<file path="src/rtl/timer_bank_if.sv">
`default_nettype none
// ============================================================================
//  Module      : timer_bank_if
//  Description : MCU register-write bus feeding the timer bank. One write per
//                clock with mcuWe high; the register decoder is the master.
//  Revision    : 1.0  initial release
// ============================================================================
interface timer_bank_if;
   logic        mcuWe;
   logic [3:0]  mcuRegSelect;
   logic [15:0] mcuWriteData;

   modport master (
      output mcuWe,
      output mcuRegSelect,
      output mcuWriteData
   );

   modport slave (
      input  mcuWe,
      input  mcuRegSelect,
      input  mcuWriteData
   );
endinterface : timer_bank_if
`default_nettype wire

</file>
<file path="src/rtl/timer_bank.sv">
`default_nettype none
// ============================================================================
//  Module      : timer_bank
//  Description : Shared 16-bit DIV prescaler plus NUM_CH independent
//                TIMA/TMA/TAC channels with falling-edge counting, one-tick
//                delayed overflow reload, write-cancel and a one-clock
//                interrupt pulse per channel.
//  Revision    : 1.0  initial release
// ============================================================================
module timer_bank #(
   parameter int          NUM_CH   = 2,
   parameter int          CNT_W    = 8,
   parameter logic [15:0] DIV_INIT = 16'hD300
) (
   input  logic                      iClock,
   input  logic                      iReset_n,
   input  logic                      iTick,
   timer_bank_if.slave               mcuBus,
   output logic [7:0]                oDiv,
   output logic [NUM_CH*CNT_W-1:0]   oTima,
   output logic [NUM_CH*CNT_W-1:0]   oModulo,
   output logic [NUM_CH*8-1:0]       oTac,
   output logic [NUM_CH-1:0]         oInterrupt
);

   // Channel states: counting, overflowed (TIMA reads 0), reload window.
   localparam logic [1:0] ST_RUN    = 2'd0;
   localparam logic [1:0] ST_OVF    = 2'd1;
   localparam logic [1:0] ST_RELOAD = 2'd2;

   localparam logic [3:0]       cSelDiv = 4'd0;
   localparam logic [CNT_W-1:0] cMax    = {CNT_W{1'b1}};
   localparam logic [CNT_W-1:0] cOne    = CNT_W'(1);

   logic [15:0] rPrescaler;
   logic [15:0] wPrescalerNext;
   logic        wDivWrite;
   logic [CNT_W-1:0] wData;
   logic        unusedBits;

   assign wDivWrite  = mcuBus.mcuWe && (mcuBus.mcuRegSelect == cSelDiv);
   assign wData      = mcuBus.mcuWriteData[CNT_W-1:0];
   // Upper data bits are dropped when CNT_W < 16; folded here on purpose.
   assign unusedBits = ^mcuBus.mcuWriteData;

   // Next prescaler value: a DIV write clears it and beats a same-cycle tick.
   always_comb begin
      wPrescalerNext = rPrescaler;
      if (wDivWrite) begin
         wPrescalerNext = '0;
      end else if (iTick) begin
         wPrescalerNext = rPrescaler + 16'd1;
      end
   end

   // Prescaler register.
   always_ff @(posedge iClock or negedge iReset_n) begin
      if (!iReset_n) begin
         rPrescaler <= DIV_INIT;
      end else begin
         rPrescaler <= wPrescalerNext;
      end
   end

   assign oDiv = rPrescaler[15:8];

   generate
      for (genvar n = 0; n < NUM_CH; n++) begin : g_ch
         localparam logic [3:0] cSelTima = 4'(1 + 3*n);
         localparam logic [3:0] cSelTma  = 4'(2 + 3*n);
         localparam logic [3:0] cSelTac  = 4'(3 + 3*n);

         logic [CNT_W-1:0] rTima;
         logic [CNT_W-1:0] rTma;
         logic [2:0]       rTac;
         logic [1:0]       rState;
         logic             rPrev;
         logic             rIrq;

         logic [CNT_W-1:0] wTimaNext;
         logic [CNT_W-1:0] wTmaNext;
         logic [1:0]       wStateNext;
         logic             wIrqNext;
         logic [CNT_W-1:0] wTimaInc;
         logic             wWrap;
         logic             wWeTima;
         logic             wWeTma;
         logic             wWeTac;
         logic [2:0]       wTacNext;
         logic             wSelBit;
         logic             wSig;
         logic             wFall;

         assign wWeTima = mcuBus.mcuWe && (mcuBus.mcuRegSelect == cSelTima);
         assign wWeTma  = mcuBus.mcuWe && (mcuBus.mcuRegSelect == cSelTma);
         assign wWeTac  = mcuBus.mcuWe && (mcuBus.mcuRegSelect == cSelTac);

         // The timer signal is built from next-state prescaler and TAC so that
         // the increment lands on the same edge as the causing transition, and
         // DIV/TAC writes produce the classic glitch increments.
         assign wTacNext = wWeTac ? mcuBus.mcuWriteData[2:0] : rTac;

         // Prescaler tap selected by TAC[1:0].
         always_comb begin
            case (wTacNext[1:0])
               2'b00:   wSelBit = wPrescalerNext[9];
               2'b01:   wSelBit = wPrescalerNext[3];
               2'b10:   wSelBit = wPrescalerNext[5];
               default: wSelBit = wPrescalerNext[7];
            endcase
         end

         assign wSig     = wTacNext[2] & wSelBit;
         assign wFall    = rPrev & ~wSig;
         assign wWrap    = (rTima == cMax);
         assign wTimaInc = wWrap ? '0 : (rTima + cOne);

         // Channel FSM next-state: writes beat increments; an overflow holds
         // TIMA at 0 for one tick before loading TMA and pulsing the IRQ.
         always_comb begin
            wTimaNext  = rTima;
            wTmaNext   = rTma;
            wStateNext = rState;
            wIrqNext   = 1'b0;
            if (wWeTma) begin
               wTmaNext = wData;
            end
            case (rState)
               ST_RUN: begin
                  if (wWeTima) begin
                     wTimaNext = wData;
                  end else if (wFall) begin
                     wTimaNext = wTimaInc;
                     if (wWrap) begin
                        wStateNext = ST_OVF;
                     end
                  end
               end
               ST_OVF: begin
                  if (wWeTima) begin
                     wTimaNext  = wData;
                     wStateNext = ST_RUN;
                  end else if (iTick) begin
                     wTimaNext  = wTmaNext;
                     wIrqNext   = 1'b1;
                     wStateNext = ST_RELOAD;
                  end
               end
               ST_RELOAD: begin
                  if (iTick) begin
                     wStateNext = ST_RUN;
                  end
                  if (wWeTma) begin
                     wTimaNext = wData;
                  end else if (wFall) begin
                     wTimaNext = wTimaInc;
                     if (wWrap) begin
                        wStateNext = ST_OVF;
                     end
                  end
               end
               default: begin
                  wStateNext = ST_RUN;
               end
            endcase
         end

         // Channel registers.
         always_ff @(posedge iClock or negedge iReset_n) begin
            if (!iReset_n) begin
               rTima  <= '0;
               rTma   <= '0;
               rTac   <= '0;
               rState <= ST_RUN;
               rPrev  <= 1'b0;
               rIrq   <= 1'b0;
            end else begin
               rTima  <= wTimaNext;
               rTma   <= wTmaNext;
               rTac   <= wTacNext;
               rState <= wStateNext;
               rPrev  <= wSig;
               rIrq   <= wIrqNext;
            end
         end

         assign oTima[n*CNT_W +: CNT_W]   = rTima;
         assign oModulo[n*CNT_W +: CNT_W] = rTma;
         assign oTac[n*8 +: 8]            = {5'b11111, rTac};
         assign oInterrupt[n]             = rIrq;
      end
   endgenerate

endmodule : timer_bank
`default_nettype wire

</file>
<file path="src/flat_wrapper.sv">
// flat-port wrapper written by rule: the top's interface ports become plain ports
module timer_bank_flat 
#(
   parameter int          NUM_CH   = 2,
   parameter int          CNT_W    = 8,
   parameter logic [15:0] DIV_INIT = 16'hD300
)
  (iClock, iReset_n, iTick, oDiv, oTima, oModulo, oTac, oInterrupt, mcuBus_mcuWe, mcuBus_mcuRegSelect, mcuBus_mcuWriteData);
  timer_bank_if mcuBus_i ();
  input  logic iClock;
  input  logic iReset_n;
  input  logic iTick;
  output logic [7:0] oDiv;
  output logic [NUM_CH*CNT_W-1:0] oTima;
  output logic [NUM_CH*CNT_W-1:0] oModulo;
  output logic [NUM_CH*8-1:0] oTac;
  output logic [NUM_CH-1:0] oInterrupt;
  input wire logic [$bits(mcuBus_i.mcuWe)-1:0] mcuBus_mcuWe;
  input wire logic [$bits(mcuBus_i.mcuRegSelect)-1:0] mcuBus_mcuRegSelect;
  input wire logic [$bits(mcuBus_i.mcuWriteData)-1:0] mcuBus_mcuWriteData;
  assign mcuBus_i.mcuWe = mcuBus_mcuWe;
  assign mcuBus_i.mcuRegSelect = mcuBus_mcuRegSelect;
  assign mcuBus_i.mcuWriteData = mcuBus_mcuWriteData;
  timer_bank #(.NUM_CH(NUM_CH), .CNT_W(CNT_W), .DIV_INIT(DIV_INIT)) u_core (.iClock(iClock), .iReset_n(iReset_n), .iTick(iTick), .mcuBus(mcuBus_i), .oDiv(oDiv), .oTima(oTima), .oModulo(oModulo), .oTac(oTac), .oInterrupt(oInterrupt));
endmodule
</file>
<file path="config.mk">
export PLATFORM = sky130hd
export DESIGN_NAME = timer_bank_flat
export DESIGN_NICKNAME = d
export VERILOG_FILES = /design/src/rtl/timer_bank_if.sv /design/src/rtl/timer_bank.sv /design/src/flat_wrapper.sv
export SDC_FILE = /design/constraint.sdc
export NUM_CORES = 1
export LEC_CHECK = 0
export BUFFER_PORTS_ARGS = -buffer_cell sky130_fd_sc_hd__clkbuf_2
export CORE_MARGIN = 2
export CORE_UTILIZATION = 45
export CTS_CLUSTER_SIZE = 14
export DETAILED_ROUTE_END_ITERATION = 10
export GPL_TIMING_DRIVEN = 0
export MAX_ROUTING_LAYER = met4
export PLACE_DENSITY_LB_ADDON = 0.12
export SLEW_MARGIN = 20
export SYNTH_ARGS = -nofsm -noshare
export SYNTH_HDL_FRONTEND = slang
export SYNTH_SLANG_ARGS = --single-unit
export TNS_END_PERCENT = 100
</file>
<file path="constraint.sdc">
create_clock -name iClock -period 3.2 [get_ports iClock]
set_clock_uncertainty 0.2 [all_clocks]
set_input_delay 0.32 -clock iClock [delete_from_list [all_inputs] [get_ports iClock]]
set_output_delay 0.32 -clock iClock [all_outputs]
set_load 0.01 [all_outputs]
</file>
==> results by group <==
Synth
  – Syn_area_per_cell: 9.14 sq um
  – #FFs+latches synth: 62
  – Post-synth EDFFs: 0
  – Synth top area share: 0.332
  – Synth top area cells: dfrtp_1, mux2_2, ha_1
  – Syn Inst Count: 470
  – Synth async-reset ratio: 1.00
  – Ys Warns: 0
  – Synth area leader: dfrtp_1
  – Seq/Total Area, Yosys: 0.363
  – Count leader, synth: dfrtp_1
  – Commonest cells post-synth: dfrtp_1, nor2_1, nand2_1
  – Post-synth cell types: 72
  – Top_reg_cell synth: dfrtp_1
  – Synth Cell Area: 0.00429 sq mm

Routing
  – ANT nets after route: 0
  – Final WL: 11800 um
  – Post-route DRC violation count: 0
  – Via density: 5.84
  – DRT iter0 DRCs: 289
  – Routed wire length per instance: 17.1 um
  – Drt first pass iters: 7
  – Vias: 4032

CTS
  – Worst skew pair latency: 0.36 ns
  – Clk sink count: 62
  – Reg clk slew, reported paths: 0.08 ns
  – Clk root buf: clkbuf_8
  – CTS tree: built
  – CTS Buf Count: 9
  – H-tree Lvls: 3
  – Longest Clk Path Bufs: 2

Placed design
  – GP Congestion: 0.887
  – IO Port Bufs: 63
  – Dpl hpwl: 8730 um
  – Worst slack at placement: -0.135 ns

Timing
  – Slew Limit Fails: 0
  – Maximum clock rate: 328 MHz
  – Fin crit period: 3.05 ns
  – Setup TNS: 0 ns
  – Max-slew headroom: 0.288
  – Final setup fails: 0
  – Final worst slack: 0.152 ns
  – Unrepaired setup endpoints after global routing: false
  – Final hold vios: 0
  – Worst slew pin tran: 1.06 ns
  – Crit share post-route: 0.953

Setup path
  – Worst r2r dst: u_core.g_ch[0].rTima[3]
  – FF-to-FF setup slack: 0.20 ns
  – CP Cell Sequence: clkbuf_2 -> buf_1 -> clkinv_1 -> a31oi_1 -> nand2_1 -> a221oi_1 -> a22oi_1 -> o221a_1
  – Worst endpoint data arrival time: 3.08 ns
  – Crit path launch type: input port
  – CP max FO: 10
  – Crit-path max cell delay: 0.66 ns
  – Worst Path Buf+Inv: 3
  – Crit path max-delay cell type: a31oi_1
  – Critical path class: input port to register
  – CP Launch Point: iTick
  – Worst Path Required: 3.24 ns
  – Setup crit end kind: register
  – CP delay by family, top: compound AO/OA/AOI/OAI gates
  – R2r startpoint: u_core.g_ch[0].rState[1]
  – Worst r2r path cells: 7

Die
  – Die Height: 102 um
  – Chip width: 102 um
  – Top-level port count: 82
  – Initial core utilization: 0.465
  – Die area: 0.0103 sq mm
  – Num rows: 35
  – Core area: 0.00924 sq mm

Run status
  – Outcome: completed

Global routing
  – Gr ovfl total: 0
  – Largest net degree at the start of global routing: 38
  – Initial antenna violation count: 0
  – First-pass GRT wire length: 19400 um
  – Total GRT Usage: 0.247
  – Vias in the first global route: 3734

Pwr
  – Comb power frac: 0.540
  – Switch Pwr: 0.00206 W
  – Sequential power share: 0.309
  – Leak: 2.27 nW
  – Clock power share: 0.151
  – Pwr/cell area: 870 mW/mm^2
  – Net Sw Frac: 0.470
  – Cell-internal power: 0.00232 W
  – VDD IR-drop max: 0.000330 V

Final layout
  – Final Core Density: 0.544
  – Area grow syn2layout: 17.1%
  – Share of layout cells above drive strength 1: 0.258
  – Layout Nets: 593
  – Ant. Diodes: 0

Flow run
  – Max_cap viols: 0

Min path
  – Hold path cells: 2
  – WHS Endpoint: u_core.g_ch[0].rTma[7]
  – Worst hold start: mcuBus_mcuWriteData[7]
  – Worst Hold Class: input port to register
## kinds of logic after synthesis
kind of cell             after synthesis  share of synthesized area
multiplexers                          34                     0.0886
AND/OR/NAND/NOR                      173                      0.214
AO/OA/AOI/OAI                        116                      0.195
XOR/XNOR                              14                     0.0286
flip-flops                            62                      0.363
buffers and inverters                 57                     0.0726
other                                  1                   0.000873
adder cells (fa/ha/maj)               13                     0.0379
## layout by cell type (no fill, tap or decap), types with 5 or more instances in the layout
| master | instances |
|---|---|
| xnor2_1 | 5 |
| dfstp_2 | 5 |
| a21oi_1 | 19 |
| nor4_1 | 8 |
| and2_1 | 5 |
| mux2i_1 | 11 |
| o21ai_1 | 8 |
| a31oi_1 | 6 |
| clkbuf_2 | 62 |
| xor2_1 | 9 |
| conb_1 | 10 |
| clkbuf_8 | 9 |
| nand2b_1 | 6 |
| ha_1 | 13 |
| nand3_1 | 14 |
| nand2_1 | 34 |
| nor2_1 | 43 |
| inv_1 | 24 |
| nor3_1 | 17 |
| clkbuf_1 | 8 |
| or3_1 | 10 |
| nand4_1 | 8 |
| buf_4 | 21 |
| a221oi_1 | 12 |
| or4_1 | 7 |
| mux2_2 | 20 |
| o21ai_0 | 20 |
| o31ai_1 | 7 |
| dfrtp_1 | 56 |
## what timing repair did
action	in CTS	in global routing
setup buffers	0	1
hold endpoints to repair	25	0
endpoints found under the setup margin	0	6
hold buffers	1	0
resized for setup	0	2
## worst reg2reg max path, delay by kind of cell, from the launching register on
family                   cells  cell delay [ns]
AO/OA/AOI/OAI                4             1.56
adder cells (fa/ha/maj)      1             0.29
buffers and inverters        1             0.11
flip-flops                   1             0.43
AND/OR/NAND/NOR              1             0.30
## metrics by stage
| step | total power [W] | cells | area (sq um) | hold WS [ns] |
|---|---|---|---|---|
| 2_1_floorplan | 0.00298 | 479 | 4330 | -0.176 |
| 3_3_place_gp | 0.00364 | 671 | 4800 | 0.314 |
| 3_5_place_dp | 0.00368 | 672 | 4830 | 0.0970 |
| 4_1_cts | 0.00436 | 689 | 5020 | 0.144 |
| 5_1_grt | 0.00476 | 690 | 5030 | 0.165 |
| 6_report | 0.00438 | 690 | 5030 | 0.151 |
## how the worst max path moves through the flow
| stage | to | cells after the start |
|---|---|---|
| detailed placement | u_core.g_ch[0].rTima[3] | 8 |
| CTS | u_core.g_ch[0].rTima[5] | 8 |
| global placement | u_core.g_ch[0].rTima[3] | 8 |
| floorplan | u_core.g_ch[0].rTima[7] | 9 |
| global route | u_core.g_ch[0].rTima[3] | 8 |
| finish | u_core.g_ch[0].rTima[3] | 8 |
## registers in the layout (all words and copies together), names as in the netlist
| register | count |
|---|---|
| u_core.g_ch.rTima | 16 |
| u_core.g_ch.rIrq | 2 |
| u_core.rPrescaler | 16 |
| u_core.g_ch.rState | 4 |
| u_core.g_ch.rPrev | 2 |
| u_core.g_ch.rTac | 6 |
| u_core.g_ch.rTma | 16 |
## power by group through the flow
stage	combinational (W)	sequential, W	clock, W
after floorplan	0.00161	0.00137	0
after global placement	0.00229	0.00135	0
after global routing	0.00265	0.00140	0.000712
after detailed placement	0.00232	0.00136	0
after CTS	0.00234	0.00135	0.000675
final	0.00236	0.00135	0.000660
## layout make-up
type                       instances  area [sq um]
timing repair buffer              66           355
clock inverter                     7          58.8
fill                             917          4210
buffer                            32           218
multi-input combinational        360          2460
tap                              129           161
sequential                        62          1560
inverter                          25          93.8
clock buffer                       9           124
## routing by layer
metal / vias to the layer above / part of all wire / global-route usage / wire length, um
met3: 22 / 0.059 / 0.0428 / 699
li1: 1891 / - / - / -
met1: 1963 / 0.47 / 0.350 / 5580
met5: - / 0 / - / 0
met2: 156 / 0.44 / 0.356 / 5230
met4: 0 / 0.022 / 0.0821 / 265
No activity file was read; power rests on OpenSTA's default activity.
